### config.mk
export PLATFORM = sky130hd
export DESIGN_NAME = reg_dump_uart_flat
export DESIGN_NICKNAME = d
export VERILOG_FILES = /design/src/rtl/reg_dump_uart_if.sv /design/src/rtl/reg_dump_uart.sv /design/src/flat_wrapper.sv
export SDC_FILE = /design/constraint.sdc
export NUM_CORES = 1
export LEC_CHECK = 0
export CORE_ASPECT_RATIO = 2
export CORE_MARGIN = 2
export CORE_UTILIZATION = 40
export DETAILED_ROUTE_END_ITERATION = 16
export PLACE_DENSITY = 0.72
export SETUP_SLACK_MARGIN = 0.05
export SLEW_MARGIN = 20
export SYNTH_ARGS = -nofsm -noshare
export SYNTH_HDL_FRONTEND = slang
export SYNTH_SLANG_ARGS = --single-unit
### constraint.sdc
create_clock -name clk -period 2.1 [get_ports clk]
set_input_delay 0.525 -clock clk [delete_from_list [all_inputs] [get_ports clk]]
set_output_delay 0.525 -clock clk [all_outputs]
set_load 0.05 [all_outputs]
### src/rtl/reg_dump_uart_if.sv
// Register-file debug read port: the dump unit presents an index and the
// register file answers combinationally in the same cycle.
interface reg_dump_uart_if;
  logic [4:0]  rd_addr;
  logic [31:0] rd_data;

  modport master (output rd_addr, input  rd_data);
  modport slave  (input  rd_addr, output rd_data);
endinterface

### src/rtl/reg_dump_uart.sv
// End-of-run register dump: on a rising edge of finish, sends 0xA5 followed by
// every register as four little-endian bytes over an 8N1 UART line.
module reg_dump_uart #(
  parameter int CLKS_PER_BIT = 868,
  parameter int NUM_REGS     = 32
) (
  input  logic           clk,
  input  logic           rst,
  input  logic           finish,
  reg_dump_uart_if.master dbg,
  output logic           uart_tx,
  output logic           busy,
  output logic           done
);

  localparam int                CNT_W    = $clog2(CLKS_PER_BIT);
  localparam logic [CNT_W-1:0]  CNT_MAX  = CNT_W'(CLKS_PER_BIT - 1);
  localparam logic [4:0]        LAST_REG = 5'(NUM_REGS - 1);
  localparam logic [7:0]        SYNC     = 8'hA5;

  typedef enum logic [2:0] {
    IDLE,
    START,
    DATA,
    STOP,
    LOAD,
    DONE
  } state_t;

  state_t           state_q, state_d;
  logic             finish_q;
  logic [CNT_W-1:0] bit_cnt_q, bit_cnt_d;
  logic [2:0]       bit_idx_q, bit_idx_d;
  logic [7:0]       shift_q, shift_d;
  logic [31:0]      word_q, word_d;
  logic [1:0]       byte_sel_q, byte_sel_d;
  logic             hdr_q, hdr_d;
  logic [4:0]       addr_q, addr_d;

  logic             bit_end;
  logic [1:0]       next_sel;

  assign bit_end  = (bit_cnt_q == CNT_MAX);
  assign next_sel = byte_sel_q + 2'd1;

  // NOTE: every signal driven here gets a default first, so no path through
  // the case statement can leave one unassigned and infer a latch.
  always_comb begin
    state_d    = state_q;
    bit_cnt_d  = bit_cnt_q + 1'b1;
    bit_idx_d  = bit_idx_q;
    shift_d    = shift_q;
    word_d     = word_q;
    byte_sel_d = byte_sel_q;
    hdr_d      = hdr_q;
    addr_d     = addr_q;

    case (state_q)
      IDLE: begin
        bit_cnt_d = '0;
        if (finish && !finish_q) begin
          state_d    = START;
          shift_d    = SYNC;
          addr_d     = '0;
          hdr_d      = 1'b1;
          byte_sel_d = '0;
          bit_idx_d  = '0;
        end
      end
      START: begin
        if (bit_end) begin
          state_d   = DATA;
          bit_cnt_d = '0;
          bit_idx_d = '0;
        end
      end
      DATA: begin
        if (bit_end) begin
          bit_cnt_d = '0;
          shift_d   = shift_q >> 1;
          if (bit_idx_q == 3'd7) state_d = STOP;
          else                   bit_idx_d = bit_idx_q + 3'd1;
        end
      end
      STOP: begin
        if (bit_end) begin
          bit_cnt_d = '0;
          if (hdr_q) begin
            hdr_d   = 1'b0;
            state_d = LOAD;
          end else if (byte_sel_q != 2'd3) begin
            byte_sel_d = next_sel;
            shift_d    = word_q[{next_sel, 3'b000} +: 8];
            state_d    = START;
          end else if (addr_q < LAST_REG) begin
            addr_d  = addr_q + 5'd1;
            state_d = LOAD;
          end else begin
            state_d = DONE;
          end
        end
      end
      LOAD: begin
        // The extra idle-high cycle gives the read port a full cycle on a
        // stable address before its data is captured.
        bit_cnt_d  = '0;
        word_d     = dbg.rd_data;
        shift_d    = dbg.rd_data[7:0];
        byte_sel_d = '0;
        state_d    = START;
      end
      DONE: begin
        bit_cnt_d = '0;
        if (!finish) state_d = IDLE;
      end
      default: begin
        bit_cnt_d = '0;
        state_d   = IDLE;
      end
    endcase
  end

  // NOTE: sequential state uses non-blocking assignments so every register
  // samples the pre-edge values regardless of statement order.
  always_ff @(posedge clk) begin
    if (rst) begin
      state_q    <= IDLE;
      finish_q   <= 1'b0;
      bit_cnt_q  <= '0;
      bit_idx_q  <= '0;
      shift_q    <= '0;
      word_q     <= '0;
      byte_sel_q <= '0;
      hdr_q      <= 1'b0;
      addr_q     <= '0;
    end else begin
      state_q    <= state_d;
      finish_q   <= finish;
      bit_cnt_q  <= bit_cnt_d;
      bit_idx_q  <= bit_idx_d;
      shift_q    <= shift_d;
      word_q     <= word_d;
      byte_sel_q <= byte_sel_d;
      hdr_q      <= hdr_d;
      addr_q     <= addr_d;
    end
  end

  assign dbg.rd_addr = addr_q;

  // Outputs decode straight from registered state, so the start bit appears
  // on the same edge that accepts the trigger.
  always_comb begin
    uart_tx = 1'b1;
    case (state_q)
      START:   uart_tx = 1'b0;
      DATA:    uart_tx = shift_q[0];
      default: uart_tx = 1'b1;
    endcase
  end

  assign busy = (state_q == START) || (state_q == DATA) ||
                (state_q == STOP)  || (state_q == LOAD);
  assign done = (state_q == DONE);

endmodule

### src/flat_wrapper.sv
// flat-port wrapper written by rule: the top's interface ports become plain ports
module reg_dump_uart_flat 
#(
  parameter int CLKS_PER_BIT = 868,
  parameter int NUM_REGS     = 32
)
  (clk, rst, finish, uart_tx, busy, done, dbg_rd_addr, dbg_rd_data);
  reg_dump_uart_if dbg_i ();
  input  logic clk;
  input  logic rst;
  input  logic finish;
  output logic uart_tx;
  output logic busy;
  output logic done;
  output wire logic [$bits(dbg_i.rd_addr)-1:0] dbg_rd_addr;
  input wire logic [$bits(dbg_i.rd_data)-1:0] dbg_rd_data;
  assign dbg_rd_addr = dbg_i.rd_addr;
  assign dbg_i.rd_data = dbg_rd_data;
  reg_dump_uart #(.CLKS_PER_BIT(CLKS_PER_BIT), .NUM_REGS(NUM_REGS)) u_core (.clk(clk), .rst(rst), .finish(finish), .dbg(dbg_i), .uart_tx(uart_tx), .busy(busy), .done(done));
endmodule
Word-level counts from Yosys, hierarchy flattened --
Index checks and enable logic that the tools add are counted. Widths: inputs -> output; s select.
Cells by class: $lt $le $gt $ge 1, multiplexer cells 36, reduce and logical (&&, ||, !) cells 18, bitwise gates (word level) 1, eq/ne operators 19, shift-type cells 1, add/sub/neg operators 4
Operators by type and width (number):
- $mux 8 | 5
- $mux 3 | 12
- $pmux 8 s4 | 1
- $shiftx 32x6->8 | 1
- $mux 5 | 5
- $pmux 3 s6 | 1
- $reduce_and 6->1 | 3
- $ne 2x1->1 const B | 7
- $add 10x1->10 const B | 1
- $eq 10x10->1 const B | 1
- $ne 2x2->1 const B | 5
- $pmux 5 s2 | 1
- $reduce_and 5->1 | 2
- $eq 3x3->1 const B | 3
- $pmux 3 s3 | 1
- $mux 2 | 4
- $eq 3x2->1 const B | 2
- $pmux 2 s3 | 1
- $reduce_bool 3->1 | 2
- $reduce_or 3->1 | 2
- $add 5x1->5 const B | 1
- $lt 5x5->1 const B | 1
- $pmux 1 s2 | 2
- $reduce_bool 4->1 | 1
- other kinds (11) | 15
Word-level totals: input bits 35, flip-flop bits (word level) 65, logic and storage cells 89

Longest topological paths before layout --
Gate-level depths: netlist of run 1.
word-level depth 6, depth in mapped cells 7, gate-level depth less buffers 7

Worst setup path before layout of run 1 --
No wires, ideal clock.
path kind reg2out, start point register u_core.state_q[0], end point output port uart_tx, arrival time 1530 ps, path slack 45 ps, cell stages (with the launch flop) 5, path through dfxtp_1 -> buf_2 -> clkbuf_1 -> nor3b_1 -> o21bai_1
On the way: longest elaborated chain between the ends 2, elaborated cells on any way between the ends 3, those cells by class eq/ne (2); mux (1)
RTL lines:
- from (decl) | RTL line reg_dump_uart.sv:30 | state_t state_q, state_d;
- from (signal assigned) | RTL line reg_dump_uart.sv:137 | state_q <= state_d;
- $eq 3x2->1 / $eq 3x1->1 (equally long branches) | RTL line reg_dump_uart.sv:155 | case (state_q)
- $pmux 1 s2 * | RTL line reg_dump_uart.sv:155
- to (decl) | RTL line flat_wrapper.sv:12 | output logic uart_tx;
Mark *: on every way between the ends. The rest lies on a longest branch, timed or not.

Final worst setup path of run 1 --
start point register u_core.state_q[1], end point output port done
On the way: longest elaborated chain between the ends 1
RTL lines:
- $eq 3x3->1 | RTL line reg_dump_uart.sv:164 | assign done = (state_q == DONE);
- to (decl) | RTL line flat_wrapper.sv:14 | output logic done;
No other way between the ends.

==> results_dict.tcl, run 1 <==
set metrics [dict create \
    clockPowerShare_pct 46.8 \
    initial_core_util_pct 40.99 \
    fmax_mhz 503.0 \
    combPwrFrac_pct 9.2 \
    routed_wl_um 7475 \
    clock_path_buffers 2 \
    synth_edf_count 0 \
    status "finished, final reports clean" \
    cp.required_ps 1570 \
    final_nets 456 \
    ios 43 \
    synth.top_cell.area_share_pct 41.77 \
    vias_per_cell 5.485 \
    drive_above_1_share_pct 13.78 \
    dieArea_um2 8554 \
    timing.final.hold_violations 0 \
    internal-power_mw 2.249 \
    num_antenna_cells 0 \
    worstPathMaxFanout 14 \
    power.leakage_nw 1.420 \
    dp_cells 499 \
    switching_power_mw 0.6580 \
    seq_area_frac_synth_pct 41.77 \
    holdPathStages 2 \
    cts_tree "yes" \
    min_period_over_period_pct 94.67 \
    syn_inst 370 \
    place_ws_ps -100.6 \
    clk-insertion-delay-late_ps 330 \
    gp_congestion 0.8677 \
    worst-r2r-setup-slack_ps 260 \
    slew_headroom_pct 59.84 \
    clockRootBuffer "clkbuf_16" \
    ant_nets 0 \
    min_to "u_core.word_q[31]" \
    grt_max_degree 33 \
    cts_made_buffers 9 \
    cts.sinks 65 \
    detailedPlacementHpwl_um 5464 \
    async_flop_share_pct 0 \
    reg2reg_to "u_core.dbg.rd_addr[2]" \
    clk_pin_slew_ps 50 \
    reg2reg_from "u_core.bit_cnt_q[0]" \
    postSynthNetCount 410 \
    worstHoldStart "u_core.word_q[31]" \
    post-synth-top-area-cell "dfxtp_1" \
    crit_type "reg2out" \
    end_kind "primary output" \
    finalWorstSetupSlack_ps 111.9 \
    worstMarginPinSlew_ps 602.3 \
    min-delay-path-class "reg2reg" \
    seqPwrFrac_pct 43.9 \
    synth_cell_type_count 56 \
    p_per_area_nw_per_um2 730.9 \
    stdcell_area_um2 3978 \
    die_h_um 128.8 \
    grt-ovfl-total 0 \
    antenna_found_initial 0 \
    ys_ff_latch 65 \
    grt_first_pass_wirelength_um 12750 \
    dpl_cell_area_um2 3694 \
    num_rows 45 \
    detail_route.first_pass.iterations 4 \
    core_um2 7601 \
    ys.flop_type "dfxtp_1" \
    portBuffers 42 \
    synthesis.area_um2 3115 \
    cts_setup_buffers 0 \
    synth_area_leaders "dfxtp_1, nand2_1, a21oi_1" \
    final_cell_count_no_fill 515 \
    die_w_um 66.41 \
    ys_warn_count 0 \
    slew_violations 0 \
    rsz0062_at_grt "false" \
    syn_area_per_cell_um2 8.420 \
    setup_violations 0 \
    drcViolationCount 0 \
    netSwitchingFraction_pct 22.63 \
    wl_per_cell_um 14.51 \
    clock_skew_ps 4.850 \
    drt-initial-drc-count 169 \
    grt_pass1_vias 2828 \
    vias 2825 \
    htreeDepth 3 \
    power_mw 2.907 \
    track_usage_pct 19.46 \
    worst_ir_drop_vdd_mv 0.6061 \
    reg2reg_depth 6 \
    layout_min_cycle_time_ps 1988 \
    syn_to_final_growth_pct 27.67 \
    maxCapViolCount 0 \
    start_kind "flop" \
    worstPathArrival_ps 1460 \
]
layout make-up:
| cell class | count | area [um^2] |
|---|---|---|
| Clock buffer | 13 | 260.3 |
| Clock inverter | 3 | 15.01 |
| Fill cell | 747 | 3623 |
| Inverter | 4 | 15.01 |
| Multi-Input combinational cell | 278 | 1710 |
| Sequential cell | 65 | 1304 |
| Tap cell | 94 | 117.6 |
| Timing Repair Buffer | 58 | 555.5 |
worst max-delay path, stage by stage (launching register included):
cell and delay, ps:
dfxtp_1 420, buf_4 230, nor2b_1 90, and2_2 230, buf_12 150
metrics by stage:
step                      hold WS, ps  TNS (ps)  util [%]
final                           451.4         0     52.33
after global routing            469.6         0     52.33
after CTS                       455.2         0     52.20
after detailed placement        447.5    -577.3     48.59
after global placement          439.0    -307.0     48.59
after floorplan                 429.7         0         -
state kept, by name, summed over array words and instances, names as in the netlist:
signal	cells
u_core.hdr_q	1
u_core.dbg.rd_addr	5
u_core.byte_sel_q	2
u_core.shift_q	8
u_core.finish_q	1
u_core.state_q	3
u_core.word_q	32
u_core.bit_cnt_q	10
u_core.bit_idx_q	3
cell families after synthesis:
kind of cell | after synthesis | share of synthesized area [%]
AOI/OAI and AO/OA | 86 | 16.95
xor gates and xnor gates | 11 | 3.092
adders and majority gates | 5 | 2.008
buffers and inverters | 27 | 3.735
DFF | 65 | 41.77
muxes | 15 | 7.671
and+or+nand+nor | 161 | 24.78
layout by cell type (no fill, tap or decap), types with 5 or more instances in the layout:
cell type        count
nand3_1              6
dfxtp_1             63
a22oi_1              6
nor2b_1              5
mux2i_1              7
o21ai_0              8
nand2_1             84
buf_4               19
nor3_1               5
nor2_1              25
xor2_1               6
a21oi_1             45
clkdlybuf4s50_1     33
mux4_2               7
xnor2_1              5
nand2b_1             5
clkbuf_16            9
repair_timing:
| action | 4_1_cts | 5_1_grt |
|---|---|---|
| endpoints found under the hold margin | 0 | 0 |
| pin swaps | 0 | 1 |
| endpoints found under the setup margin | 4 | 4 |
| gates resized for setup | 3 | 4 |
| hold buffers | 0 | 0 |
| gates cloned | 0 | 0 |
how the worst max path moves through the flow:
stage,slack (ps),to,depth (start not counted),startpoint
final,110,done,4,u_core.state_q[1]
after global routing,60,uart_tx,4,u_core.state_q[1]
after CTS,60,done,3,u_core.state_q[2]
after detailed placement,-100,u_core.dbg.rd_addr[2],6,finish
after global placement,-70,u_core.dbg.rd_addr[2],6,finish
after floorplan,180,busy,2,u_core.state_q[2]
routing by layer:
metal	vias up	share of wire, %	global-route usage (%)	wire [um]
met2	84	55	34.53	4093
met1	1318	37	19.78	2737
met5	-	0	0	0
met4	0	4.7	12.24	348
li1	1390	-	-	-
met3	33	3.9	4.545	295
power groups by stage:
stage | combinational, mW | clock, mW | sequential [mW]
6_report | 0.268 | 1.36 | 1.28
5_1_grt | 0.290 | 1.45 | 1.28
3_5_place_dp | 0.267 | 0 | 1.30
3_3_place_gp | 0.265 | 0 | 1.30
4_1_cts | 0.269 | 1.39 | 1.28
2_1_floorplan | 0.154 | 0 | 1.29
cell usage after synthesis, types with 2 or more instances:
library cell  instances
xnor2_1               5
a21o_1                4
o21bai_1              5
nor3b_1               2
and2_1                3
ha_1                  5
a22oi_1               6
or3_1                 3
nand3b_1              3
a21oi_1              45
o21ai_0               8
nor3_1                5
xor2_1                6
mux4_2                7
nand4_1               4
nor2b_1               5
nor2_1               25
buf_2                 9
nand2b_1              5
mux2i_1               7
clkbuf_1             13
or4_1                 2
o211ai_1              2
nand3_1               6
a31oi_1               3
nand2_1              84
and3b_1               2
inv_1                 4
dfxtp_1              65
Power figures use the tool's default switching activity.
==> run 2: changes to the inputs <==
Settings changed: CORE_ASPECT_RATIO 2 to unset.
==> run 2 against run 1 <==
Compared with the run above: clock skew increased by 4.4 ps; largest cell class unchanged; final cell count is 1.2% higher; global-route usage shrank 2.6 points; cell area decreased by 1.0%; sequential power barely moved; hold slack worse by 32 ps; wire length shrank 7.1%; register-to-register slack got worse by 50 ps; flip-flop and latch count did not move; die area fell by 0.50%.
==> results_dict.tcl, run 2 (synthesis results as in run 1) <==
set metrics [dict create \
    grt_max_degree 33 \
    detailedPlacementHpwl_um 4953 \
    top_regs "u_core.word_q: 32 flops, u_core.bit_cnt_q: 10 flops, u_core.shift_q: 8 flops" \
    detail_route.first_pass.iterations 4 \
    ios 43 \
    reg2reg_to "u_core.shift_q[6]" \
    slew_violations 0 \
    min_to "u_core.dbg.rd_addr[2]" \
    crit_type "in2reg" \
    clockRootBuffer "clkbuf_8" \
    num_antenna_cells 0 \
    final_nets 454 \
    reg2reg_from "u_core.byte_sel_q[1]" \
    syn_to_final_growth_pct 26.35 \
    ant_nets 0 \
    portBuffers 42 \
    num_rows 32 \
    layout_min_cycle_time_ps 1950 \
    cts_setup_buffers 0 \
    top_register "u_core.word_q" \
    cts_made_buffers 9 \
    place_ws_ps -184.5 \
    clk_pin_slew_ps 70 \
    rsz0062_at_grt "false" \
    worst_ir_drop_vdd_mv 0.3779 \
    final_cell_count_no_fill 521 \
    maxCapViolCount 0 \
    slew_headroom_pct 60.17 \
    initial_core_util_pct 40.74 \
    clock_path_buffers 2 \
    htreeDepth 3 \
    min-delay-path-class "in2reg" \
    drive_above_1_share_pct 13.84 \
    reg2reg_depth 6 \
    vias_per_cell 5.296 \
    largest_reg_flops 32 \
    core_um2 7647 \
    final_common_cell "nand2_1" \
    track_usage_pct 16.91 \
    holdPathStages 2 \
    die_h_um 92.26 \
    setup_violations 0 \
    status "finished, final reports clean" \
    cts.sinks 65 \
    dp_cells 505 \
    cts_tree "yes" \
    p_per_area_nw_per_um2 727.8 \
    routed_wl_um 6948 \
    fillers 721 \
    cp.required_ps 2330 \
    clock_skew_ps 9.288 \
    worstMarginPinSlew_ps 597.3 \
    start_kind "input port" \
    worstPathArrival_ps 2180 \
    drt-initial-drc-count 178 \
    drcViolationCount 0 \
    worstPathMaxFanout 5 \
    min_period_over_period_pct 92.87 \
    wl_per_cell_um 13.34 \
    grt_pass1_vias 2547 \
    worst-r2r-setup-slack_ps 210 \
    power.leakage_nw 1.394 \
    worstHoldStart "rst" \
    die_w_um 92.26 \
    end_kind "flop" \
    timing.final.hold_violations 0 \
    final_cell_mix "nand2_1, dfxtp_1, a21oi_1" \
    cts.repair.resized 0 \
    fmax_mhz 512.7 \
    hold_buffers 0 \
    finalWorstSetupSlack_ps 149.6 \
    dieArea_um2 8511 \
    antenna_found_initial 0 \
    grt_first_pass_wirelength_um 11480 \
    gp_congestion 0.8004 \
    vias 2759 \
    grt-ovfl-total 0 \
    clk-insertion-delay-late_ps 350 \
]
run 2: cell types whose count changed in the layout (fill, tap and decap cells not counted), moves of 3 or more:
cell       previous run  this run
clkinv_2              3         0
bufinv_16             0         3
clkbuf_8              2         9
clkbuf_16             9         0
run 2: power by group:
group	leakage, nW	internal, mW	total [mW]	switching (mW)
sequential	0.527	1.25	1.27	0.0195
clock	0.124	0.801	1.33	0.526
combinational	0.743	0.137	0.267	0.131
total	1.39	2.19	2.86	0.676
run 2: critical path, stage by stage:
cell,delay [ps]
clkdlybuf4s50_1,520
or4b_1,450
a21oi_1,330
nand2b_1,160
o41a_1,140
a21oi_1,60
run 2: final cells by class:
type                       count  area, um^2  share of cell area (%)
timing repair buffer          56       538.0                   13.67
clock buffer                   9       123.9                   3.147
tap                          102       127.6                   3.242
inverter                       4       15.01                  0.3814
sequential                    65        1305                   33.15
multi-input combinational    278        1702                   43.23
clock inverter                 7       125.1                   3.179
run 2: how the worst max path moves through the flow:
stage                   startpoint               endpoint  slack (ps)  cells after the start
6_report                    finish  u_core.dbg.rd_addr[2]         150                      6
2_1_floorplan    u_core.state_q[2]                   busy         180                      2
3_3_place_gp                finish  u_core.dbg.rd_addr[2]        -150                      6
4_1_cts          u_core.state_q[2]                   done          80                      3
3_5_place_dp                finish  u_core.dbg.rd_addr[2]        -180                      6
5_1_grt        u_core.bit_cnt_q[0]    u_core.bit_idx_q[2]          80                      6
run 2: stage by stage:
| step | area, um^2 | hold slack (ps) | util (%) | total power [mW] | setup TNS [ps] |
|---|---|---|---|---|---|
| global placement | 3684 | 439.1 | 48.17 | 1.561 | -720.2 |
| finish | 3936 | 419.8 | 51.47 | 2.865 | 0 |
| floorplan | 3119 | 429.7 | - | 1.442 | 0 |
| detailed placement | 3684 | 447.3 | 48.17 | 1.566 | -912.2 |
| CTS | 3933 | 398.1 | 51.42 | 2.894 | 0 |
| global route | 3936 | 418.5 | 51.47 | 2.965 | 0 |
run 2: per-layer routing:
metal  vias up  GRT usage [%]  wire [um]  share of wire [%]
met5         -              0          0                  0
met4         0          6.965         87                1.3
met3        11          4.355        272                3.9
met2        64          26.10       3153                 45
met1      1295          22.51       3435                 49
li1       1389              -          -                  -
==> run 3: changes to the inputs <==
Settings changed: CTS_BUF_LIST set to sky130_fd_sc_hd__clkbuf_16.
==> run 3 against run 2 <==
Compared with the run above: register-to-register slack worse by 20 ps; sequential power about the same; worst setup slack worse by 28 ps; hold slack better by 17 ps; largest cell class unchanged; cell area up 2.5%; non-clock buffer count unchanged; global-route usage up 0.73 points; largest power group unchanged; combinational power about the same; total power up 15%; die area unchanged.
==> results_dict.tcl, run 3 (synthesis results as in run 1) <==
set metrics [dict create \
    status "finished, final reports clean" \
    ios 43 \
    antenna_found_initial 0 \
    detail_route.first_pass.iterations 4 \
    cp-startpoint "finish" \
    power_mw 3.287 \
    clockRootBuffer "clkbuf_16" \
    grt-ovfl-total 0 \
    cp_cell_sequence "clkdlybuf4s50_1, or4b_1, a21oi_1, nand2b_1, o41a_1, a21oi_1" \
    crit_type "in2reg" \
    multi_input_area_um2 1702 \
    cts.sinks 65 \
    hold_buffers 0 \
    top_regs "u_core.word_q: 32 flops, u_core.bit_cnt_q: 10 flops, u_core.shift_q: 8 flops" \
    final_cell_count_no_fill 521 \
    dieArea_um2 8511 \
    rsz0062_at_grt "false" \
    cp_slowest_stage_delay_ps 540 \
    worst-r2r-setup-slack_ps 190 \
    vias 2773 \
    dp_cells 505 \
    layout_min_cycle_time_ps 1979 \
    reg2reg_from "u_core.byte_sel_q[1]" \
    cpMaxStageDelayCell "clkdlybuf4s50_1" \
    reg2reg_depth 6 \
    timing.final.hold_violations 0 \
    worstPathMaxFanout 5 \
    track_usage_pct 17.64 \
    grt_pass1_vias 2575 \
    worstPathArrival_ps 2190 \
    maxCapViolCount 0 \
    final_common_cell "nand2_1" \
    ant_nets 0 \
    drive_above_1_share_pct 13.60 \
    num_antenna_cells 0 \
    htreeDepth 3 \
    clk_pin_slew_ps 50 \
    gp_congestion 0.8004 \
    slew_headroom_pct 59.70 \
    drcViolationCount 0 \
    largest_reg_flops 32 \
    die_w_um 92.26 \
    cp_common_cell "a21oi_1" \
    fillers 703 \
    cp.required_ps 2310 \
    die_h_um 92.26 \
    start_kind "input port" \
    final_cell_mix "nand2_1, dfxtp_1, a21oi_1" \
    min_period_over_period_pct 94.22 \
    reg2reg_to "u_core.shift_q[6]" \
    final_nets 454 \
    clock_skew_ps 6.004 \
    setup_violations 0 \
    slew_violations 0 \
    holdWs_ps 436.4 \
    initial_core_util_pct 40.74 \
    holdPathStages 2 \
    drt-initial-drc-count 148 \
    grt_max_degree 33 \
    routed_wl_um 7191 \
    p_per_area_nw_per_um2 814.4 \
    portBuffers 42 \
    vias_per_cell 5.322 \
    min_to "u_core.dbg.rd_addr[2]" \
    power.leakage_nw 1.440 \
    min-delay-path-class "in2reg" \
    worstMarginPinSlew_ps 604.4 \
    worstHoldStart "rst" \
    cts_tree "yes" \
    cts_made_buffers 9 \
    detailedPlacementHpwl_um 4953 \
    fmax_mhz 505.4 \
    final-seq-area_um2 1304 \
    end_kind "flop" \
    wl_per_cell_um 13.80 \
    clk-insertion-delay-late_ps 330 \
    num_rows 32 \
    syn_to_final_growth_pct 29.56 \
    grt_first_pass_wirelength_um 11870 \
    top_register "u_core.word_q" \
    worst_ir_drop_vdd_mv 0.6249 \
    clock_path_buffers 2 \
    core_um2 7647 \
]
[run 3: cell counts in the layout (fill, tap and decap cells not counted)]
Identical to the previous run, type by type.
[run 3: per-layer routing]
layer	track usage [%]	share of wire (%)	vias to the layer above
li1	-	-	1395
met1	22.93	47	1304
met2	27.70	47	61
met3	4.519	4.3	13
met4	7.711	1.8	0
met5	0	0	-
[run 3: worst max-delay path by stage]
| stage | depth (start not counted) | to | slack [ps] |
|---|---|---|---|
| after floorplan | 2 | busy | 180 |
| after global placement | 6 | u_core.dbg.rd_addr[2] | -150 |
| after detailed placement | 6 | u_core.dbg.rd_addr[2] | -180 |
| after CTS | 3 | busy | 90 |
| after global routing | 3 | done | 60 |
| final | 6 | u_core.dbg.rd_addr[2] | 120 |
[run 3: per-stage QoR]
| step | setup WS (ps) | utilization [%] | setup TNS, ps | area [um^2] |
|---|---|---|---|---|
| finish | 121.3 | 52.78 | 0 | 4036 |
| global route | 63.02 | 52.78 | 0 | 4036 |
| CTS | 93.42 | 52.75 | 0 | 4034 |
| detailed placement | -184.5 | 48.17 | -912.2 | 3684 |
| global placement | -152.5 | 48.17 | -720.2 | 3684 |
| floorplan | 178.2 | - | 0 | 3119 |
[run 3: layout make-up]
cell class | count | area share, %
inverters | 4 | 0.3720
multi-input cells | 278 | 42.16
flip-flops and latches | 65 | 32.30
clock buffers | 9 | 5.580
repair buffers | 56 | 13.33
clock inverters | 7 | 3.100
well taps | 102 | 3.162
[run 3: report_power, final]
part           total [mW]  internal [mW]  leakage, nW  switching, mW
Clock                1.75           1.17        0.171          0.575
Combinational       0.267          0.137        0.743          0.131
Sequential           1.27           1.25        0.526         0.0196
Total                3.29           2.56         1.44          0.726
[run 3: worst max-delay path: cells and delay by family]
family,cells,cell delay (ps)
AOI/OAI and AO/OA,3,510
buffers and inverters,1,540
and+or+nand+nor,2,610
[run 3: what timing repair did]
action,4_1_cts,5_1_grt
gates resized for setup,0,2
setup endpoints to repair,0,3
setup buffers,0,0
